<file path="src/rtl/vga_pkg.sv">
// Constants and types shared by the VGA colour transmit and capture blocks.
// Widths are fixed: a 32-bit word maps to 32 pixels, so the pixel counter is 5 bits.
package vga_pkg;

  localparam int COLOR_W = 4;
  localparam int WORD_W  = 32;
  localparam int CNT_W   = 5;
  localparam int SUM_W   = 6;

  localparam logic [COLOR_W-1:0] WHITE = 4'hF;
  localparam logic [COLOR_W-1:0] BLACK = 4'h0;

  typedef enum logic {
    BUF_EMPTY = 1'b0,
    BUF_FULL  = 1'b1
  } buf_state_t;

endpackage

</file>
<file path="src/rtl/vga_color_capture_if.sv">
// Pixel-in / word-out bus of the colour capture block.
// The master drives pixels and word_ready; the slave (capture block) returns words and status.
interface vga_color_capture_if;

  logic                         valid;
  logic [vga_pkg::COLOR_W-1:0]  red;
  logic [vga_pkg::COLOR_W-1:0]  green;
  logic [vga_pkg::COLOR_W-1:0]  blue;
  logic [vga_pkg::WORD_W-1:0]   word_out;
  logic                         word_valid;
  logic                         word_ready;
  logic                         runt;
  logic                         overflow;

  modport master (
    output valid, red, green, blue, word_ready,
    input  word_out, word_valid, runt, overflow
  );

  modport slave (
    input  valid, red, green, blue, word_ready,
    output word_out, word_valid, runt, overflow
  );

endinterface

</file>
<file path="src/rtl/vga_bit_slicer.sv">
// Combinational RGB-to-bit threshold: 1 when red+green+blue >= THRESH.
// The 6-bit sum tops out at 45, so it never wraps.
module vga_bit_slicer
  import vga_pkg::*;
#(
  parameter int THRESH = 23
) (
  input  logic [COLOR_W-1:0] red_i,
  input  logic [COLOR_W-1:0] green_i,
  input  logic [COLOR_W-1:0] blue_i,
  output logic               bit_o
);

  logic [SUM_W-1:0] sum;

  assign sum   = {2'b0, red_i} + {2'b0, green_i} + {2'b0, blue_i};
  assign bit_o = (sum >= SUM_W'(THRESH));

endmodule

</file>
<file path="src/rtl/vga_color_capture.sv">
// Captures a 1-bit-per-pixel stream into 32-bit MSB-first words behind a one-entry
// valid/ready buffer; a completed word is dropped (sticky overflow) when the buffer stays full.
module vga_color_capture
  import vga_pkg::*;
#(
  parameter int THRESH = 23
) (
  input  logic                clk,
  input  logic                rst,
  vga_color_capture_if.slave  bus
);

  logic                pix_bit;
  logic [CNT_W-1:0]    count_q, count_d;
  logic [WORD_W-2:0]   shreg_q, shreg_d;
  logic [WORD_W-1:0]   word_q;
  logic [WORD_W-1:0]   new_word;
  logic                runt_q, runt_d;
  logic                ovf_q;
  logic                complete;
  buf_state_t          buf_q;

  vga_bit_slicer #(.THRESH(THRESH)) u_slicer (
    .red_i   (bus.red),
    .green_i (bus.green),
    .blue_i  (bus.blue),
    .bit_o   (pix_bit)
  );

  assign new_word = {shreg_q, pix_bit};
  assign complete = bus.valid && (count_q == CNT_W'(WORD_W - 1));

  always_comb begin
    count_d = '0;
    shreg_d = '0;
    runt_d  = 1'b0;
    if (bus.valid) begin
      count_d = count_q + CNT_W'(1);
      shreg_d = new_word[WORD_W-2:0];
    end else begin
      // A dropped valid with a partially filled word is flagged as a runt.
      runt_d  = (count_q != '0);
    end
  end

  always_ff @(posedge clk) begin
    if (rst) begin
      count_q <= '0;
      shreg_q <= '0;
      word_q  <= '0;
      runt_q  <= 1'b0;
      ovf_q   <= 1'b0;
      buf_q   <= BUF_EMPTY;
    end else begin
      count_q <= count_d;
      shreg_q <= shreg_d;
      runt_q  <= runt_d;
      case (buf_q)
        BUF_EMPTY: begin
          if (complete) begin
            word_q <= new_word;
            buf_q  <= BUF_FULL;
          end
        end
        BUF_FULL: begin
          // A transfer on the completing edge frees the slot just in time for the new word.
          if (complete) begin
            if (bus.word_ready) word_q <= new_word;
            else                ovf_q  <= 1'b1;
          end else if (bus.word_ready) begin
            buf_q <= BUF_EMPTY;
          end
        end
        default: buf_q <= BUF_EMPTY;
      endcase
    end
  end

  assign bus.word_out   = word_q;
  assign bus.word_valid = (buf_q == BUF_FULL);
  assign bus.runt       = runt_q;
  assign bus.overflow   = ovf_q;

endmodule

</file>
<file path="src/flat_wrapper.sv">
// flat-port wrapper written by rule: the top's interface ports become plain ports
module vga_color_capture_flat import vga_pkg::*;
#(
  parameter int THRESH = 23
)
  (clk, rst, bus_valid, bus_red, bus_green, bus_blue, bus_word_ready, bus_word_out, bus_word_valid, bus_runt, bus_overflow);
  vga_color_capture_if bus_i ();
  input  logic clk;
  input  logic rst;
  input wire logic [$bits(bus_i.valid)-1:0] bus_valid;
  input wire logic [$bits(bus_i.red)-1:0] bus_red;
  input wire logic [$bits(bus_i.green)-1:0] bus_green;
  input wire logic [$bits(bus_i.blue)-1:0] bus_blue;
  input wire logic [$bits(bus_i.word_ready)-1:0] bus_word_ready;
  output wire logic [$bits(bus_i.word_out)-1:0] bus_word_out;
  output wire logic [$bits(bus_i.word_valid)-1:0] bus_word_valid;
  output wire logic [$bits(bus_i.runt)-1:0] bus_runt;
  output wire logic [$bits(bus_i.overflow)-1:0] bus_overflow;
  assign bus_i.valid = bus_valid;
  assign bus_i.red = bus_red;
  assign bus_i.green = bus_green;
  assign bus_i.blue = bus_blue;
  assign bus_i.word_ready = bus_word_ready;
  assign bus_word_out = bus_i.word_out;
  assign bus_word_valid = bus_i.word_valid;
  assign bus_runt = bus_i.runt;
  assign bus_overflow = bus_i.overflow;
  vga_color_capture #(.THRESH(THRESH)) u_core (.clk(clk), .rst(rst), .bus(bus_i));
endmodule
</file>
<file path="config.mk">
export PLATFORM = sky130hd
export DESIGN_NAME = vga_color_capture_flat
export DESIGN_NICKNAME = d
export VERILOG_FILES = /design/src/rtl/vga_pkg.sv /design/src/rtl/vga_color_capture_if.sv /design/src/rtl/vga_bit_slicer.sv /design/src/rtl/vga_color_capture.sv /design/src/flat_wrapper.sv
export SDC_FILE = /design/constraint.sdc
export NUM_CORES = 1
export LEC_CHECK = 0
export BUFFER_PORTS_ARGS = -buffer_cell sky130_fd_sc_hd__buf_2
export CAP_MARGIN = 25
export CORE_ASPECT_RATIO = 1.2
export CORE_MARGIN = 2
export CORE_UTILIZATION = 40
export CTS_CLUSTER_SIZE = 20
export DETAILED_ROUTE_END_ITERATION = 16
export RECOVER_POWER = 100
export SYNTH_ARGS = -nofsm -noshare
export SYNTH_HDL_FRONTEND = slang
export SYNTH_HIERARCHICAL = 1
export SYNTH_SLANG_ARGS = --single-unit
export TNS_END_PERCENT = 100
</file>
<file path="constraint.sdc">
create_clock -name clk -period 4.1 [get_ports clk]
set_input_delay 0.615 -clock clk [delete_from_list [all_inputs] [get_ports clk]]
set_output_delay 0.615 -clock clk [all_outputs]
set_load 0.02 [all_outputs]
</file>
Word level (Yosys, flattened, before mapping)
Index checks and enable logic that the tools add are counted.
- bits in registers: 71
- latch bits: 0
- bits in writable memories: 0
- memory bits (read-only): 0
- bits of input ports: 16
- output and inout bits: 35
- word-level logic and storage cells: 31
- memories: 0
- $add $sub $neg: 3
- multipliers: 0
- divide/modulo/power cells: 0
- magnitude comparators: 1
- equality and inequality tests: 4
- shifts and indexed selects: 0
- multiplexer cells: 8
- bitwise operators: 3
- reductions and logical operators: 6
- operators by type and width (kind ; count):
    $mux 32 ; 3
    $pmux 32 s2 ; 1
    $add 6x4->6 ; 1
    $ge 6x5->1 const B ; 1
    $reduce_and 3->1 ; 2
    $add 4x4->5 ; 1
    $add 5x1->5 const B ; 1
    $eq 5x5->1 const B ; 1
    $reduce_bool 5->1 ; 1
    $ne 2x1->1 const B ; 2
    $reduce_or 2->1 ; 2
    $mux 1 ; 3
    $not 1->1 ; 3
    $ne 2x2->1 const B ; 1
    $pmux 1 s2 ; 1
    $logic_and 1x1->1 ; 1

Logic depth before layout (Yosys ltp)
- word-level depth: 6
- mapped depth: 12

Modules after synthesis
Netlist, hierarchy kept.
- by module, submodules not included (module ; times used ; cells each ; area each (µm²) ; sequential area each (µm²)):
    vga_color_capture ; 1 ; 236 ; 2603.7 ; 1421.4
    vga_bit_slicer ; 1 ; 30 ; 274.0 ; 0.0

Worst setup path after synthesis
OpenSTA, ideal clock, no wires.
- kind: input-to-reg
- start point: input bus_red[1]
- end point: register u_core.word_q[0], in the netlist u_core/bus.word_out[0]
- library setup time: 72 ps
- data arrival time: 2545 ps
- data required time: 4028 ps
- path slack: 1484 ps
- cell stages on the path: 12
- buffers on the path: 0
- cells stage by stage: inv_1 -> fa_1 -> inv_1 -> ha_1 -> inv_1 -> fa_1 -> nand3b_4 -> nand3_2 -> o41ai_2 -> a211oi_2 -> nand2b_1 -> mux2i_1
- longest elaborated chain between the ends: 6
- elaborated cells between the ends (all ways): 7
- those cells by class: add/sub: 2; order compare: 1; mux: 4
- ends and longest elaborated chain (element ; RTL line ; text):
    from (decl) ; flat_wrapper.sv:11 ; input wire logic [$bits(bus_i.red)-1:0] bus_red;
    $add 4x4->5 (*) ; vga_bit_slicer.sv:16 ; assign sum = {2'b0, red_i} + {2'b0, green_i} + {2'b0, blue_i};
    $add 6x4->6 (*) ; vga_bit_slicer.sv:16 ;
    $ge 6x5->1 (*) ; vga_bit_slicer.sv:17 ; assign bit_o = (sum >= SUM_W'(THRESH));
    named net u_core.pix_bit ; vga_color_capture.sv:13 ; logic pix_bit;
    $mux 32 ; vga_color_capture.sv:68 ; if (bus.word_ready) word_q <= new_word;
    $mux 32 ; vga_color_capture.sv:67 ; if (complete) begin
    $pmux 32 s2 (*) ; vga_color_capture.sv:58 ; case (buf_q)
    to (signal assigned) ; vga_color_capture.sv:61 ; word_q <= new_word;
    to (signal assigned) ; vga_color_capture.sv:68 ;
    to (decl) ; vga_color_capture.sv:16 ; logic [WORD_W-1:0] word_q;
The timed path passes the listed nets; every way through them passes the cells marked *. The select of a mux whose other input is x is not followed.
A chain may end at the register's enable or synchronous reset.

Worst setup path after layout
- start point: input rst
- end point: register u_core.shreg_q[15]
- longest elaborated chain between the ends: 1
- ends and longest elaborated chain (element ; RTL line ; text):
    from (decl) ; flat_wrapper.sv:9 ; input logic rst;
    $reduce_or 2->1 (no source line) ; -- ;
    to (signal assigned) ; vga_color_capture.sv:56 ; shreg_q <= shreg_d;
    to (decl) ; vga_color_capture.sv:15 ; logic [WORD_W-2:0] shreg_q, shreg_d;
Every way passes these cells.

==> results by group <==
Status
  • Status: complete, but fails checks
  • Violated checks: max-capacitance violations, max-slew violations

Worst setup path
  • Slowest Stage Delay on Critical Path: 1.48 ns
  • Critical path launch point: rst
  • Worst setup EP type: register
  • Largest delay share family, worst path: buffers and inverters
  • Slowest cell on the critical path: clkbuf_1
  • Critical Path RT: 4.33 ns
  • Crit path kind: input pin to register
  • Buf+Inv Stages, Crit Path: 2
  • Worst-path cell chain: buf_2 -> clkbuf_1 -> and2b_1 -> and2_0
  • Crit start category: input pin
  • R2r startpoint: u_core/count_q[0]
  • CP Max Fanout: slightly below 70
  • Data arrival, critical path: 3.12 ns

Synthesis
  • Synth cell types: 31
  • #FFs+latches synth: 71
  • Average size of a mapped cell: 10.8 sq um
  • Cell Area, Synth: 0.00288 sq mm
  • Syn Inst Count: around 270
  • Synthesis Warnings: 6
  • Sequential-to-total area share from yosys stat: 49.4%
  • Mapped Nets: 293

Power and ir drop
  • Worst vdd ir: 0.154 mV
  • Leakage: 0.00124 uW
  • PwrDens: 422 mW/mm^2

Finish
  • Total Nets Final: 342
  • Fill cell count: 658
  • Util after Layout: 48.3%
  • Non-Filler Instances: 407
  • Layout cells sized above 1: 11.3%
  • Area grow syn2layout: 15.7%
  • Diodes inserted: 0

Floorplanning
  • Die width: 81.4 um
  • Initial Utilization: 41.7%
  • DIE HEIGHT: ~97 um
  • Die area: around 0.008 sq mm
  • Core area: between 0.006 and 0.007 sq mm
  • Num ports: 51
  • Row count: 33

STA
  • PnR worst setup slack: 1.21 ns
  • Slew HR: -39.5%
  • Post-route minimum period: 2.89 ns
  • Final Hold Vio Count: 0
  • Hold slack: approximately 0.45 ns
  • Setup tns final: 0 ns
  • # setup viols final: 0
  • Fmax: 346 MHz
  • Fin crit share: 70.6%
  • Fin. max-slew vios: 70
  • RSZ-0062 raised after global routing: no
  • Least-Margin Pin Slew: 2.09 ns
  • Final Skew: ~0.0095 ns

Clock network
  • Clock sinks: 71
  • Skew-Pair Late Insertion Delay: about 0.35 ns
  • Resized Gates After CTS: 0
  • Post-cts hold buffer count: 0
  • H-tree depth: 3
  • Clock buffer depth: 2
  • CTS root buffer: clkbuf_8
  • TritonCTS clock tree: built
  • CTS buffer count: 9
  • Setup bufs post-CTS: 0
  • CTS clk-pin slew, worst paths: 0.07 ns

Global route
  • Antenna violations before repair: 0
  • GRT overflow: 0
  • Vias in the first global route: 1810
  • Largest net degree at the start of global routing: 70
  • GR Util All Layers: about an eighth
  • First-pass GRT wire length: about 8.0 mm

Drt
  • DRT Pass-1 Iters: 4
  • Post-DRT Antenna Nets: 0
  • DRC: 0
  • Vias: 1833
  • DRT Wirelength: between 4 and 5 mm
  • Drt wl/cell: 11.5 um
  • Routed vias/inst: 4.50
  • Iteration-0 DRC count of the detailed router: between 50 and 60

Place
  • DP Worst Slack: between 1 and 1.5 ns
  • Dpl cells: approximately 390
  • HPWL after detailed placement: around 3 mm
  • I/O Buffers: 50
  • Gpl congestion: between 0.7 and 0.8

Run
  • Max cap viols: 1

Min path
  • Worst min path class: register to register
  • Hold path start: u_core/shreg_q[15]
## synthesized netlist by cell type, drive strengths merged
library cell / n / area [sq um]
dfxtp: 71 / 1420
nand2b: 65 / 407
and2: 33 / 206
mux2i: 32 / 320
inv: 15 / 56.3
clkbuf: 9 / 37.5
ha: 6 / 75.1
nor2: 6 / 38.8
fa: 5 / 100
buf: 4 / 50.0
a21oi: 3 / 15.0
and2b: 2 / 17.5
and3: 2 / 13.8
nand2: 2 / 10.0
nand3: 2 / 15.0
a211oi: 1 / 12.5
a31oi: 1 / 6.26
nand3b: 1 / 20.0
nor3: 1 / 5.00
nor4b: 1 / 8.76
o211ai: 1 / 7.51
o41ai: 1 / 16.3
xnor2: 1 / 8.76
xor2: 1 / 8.76
## power by group
group / internal (uW) / switching (uW)
Sequential: 692 / 1.57
Clock: 376 / 247
Combinational: 43.3 / 44.3
Total: 1110 / 293
## layer usage
layer / vias up / global-route usage [%] / routed length [um]
met3: 6 / 4.76 / 254
li1: 938 / - / -
met5: - / 0 / 0
met4: 0 / 8.47 / 102
met2: 48 / 19.4 / 2080
met1: 841 / 16.5 / 2240
## layout make-up
type | instances | area, sq um | share of cell area, %
clock buffers | 13 | 159 | 4.77
clock inverters | 3 | 65.1 | 1.95
repair buffers | 51 | 210 | 6.32
inverters | 15 | 56.3 | 1.69
flip-flops and latches | 71 | 1420 | 42.7
multi-input cells | 167 | 1310 | 39.3
well taps | 87 | 109 | 3.27
## through the flow
stage          power [uW]  cell area, sq um
6_report             1400              3330
5_1_grt              1470              3330
4_1_cts              1430              3380
3_5_place_dp          801              3160
3_3_place_gp          798              3160
2_1_floorplan         778              2880
## flip-flops by register name, indices dropped and copies added (netlist names)
signal	cells
u_core/bus.word_out	32
u_core/shreg_q	31
u_core/count_q	5
u_core/bus.overflow	1
u_core/bus.runt	1
u_core/bus.word_valid	1
## path summary, 6_finish.rpt
| kind | cells after the start | slack (ns) | to |
|---|---|---|---|
| max reg2reg | 6 | 2.13 | u_core/bus.word_out[23] |
| min | 1 | 0.45 | u_core/shreg_q[16] |
| min reg2reg | 1 | 0.45 | u_core/shreg_q[16] |
| max | 4 | 1.21 | u_core/shreg_q[15] |
## cells by family (layout without fill, tap and decap cells)
kind of cell | count (synthesis) | after routing | share of synthesized area, %
AO/OA/AOI/OAI | 7 | 7 | 2.00
XOR/XNOR | 2 | 2 | 0.609
adder cells (fa/ha/maj) | 11 | 11 | 6.09
buffers and inverters | 28 | 82 | 5.00
flip-flops | 71 | 71 | 49.4
multiplexers | 32 | 32 | 11.1
AND/OR/NAND/NOR | 115 | 115 | 25.8
## layout by cell type (no fill, tap or decap)
cell type / count
mux2i_1: 32
a31oi_1: 1
clkbuf_8: 11
nor3_1: 1
buf_2: 15
nor2_8: 1
nand2_2: 1
nand2_1: 1
a21oi_1: 3
o41ai_2: 1
and3_2: 1
xnor2_1: 1
o211ai_1: 1
clkbuf_1: 38
dfxtp_1: 71
nor4b_1: 1
xor2_1: 1
inv_1: 15
and2_0: 9
and3_1: 1
and2b_4: 1
nor2_1: 5
and2b_1: 1
a211oi_1: 1
nand3_1: 1
bufinv_16: 2
and2_1: 24
clkinv_2: 1
nand2b_1: 65
nand3b_4: 1
ha_1: 6
fa_1: 5
nand3_2: 1
Note: power is estimated with default switching activity, not from simulation.
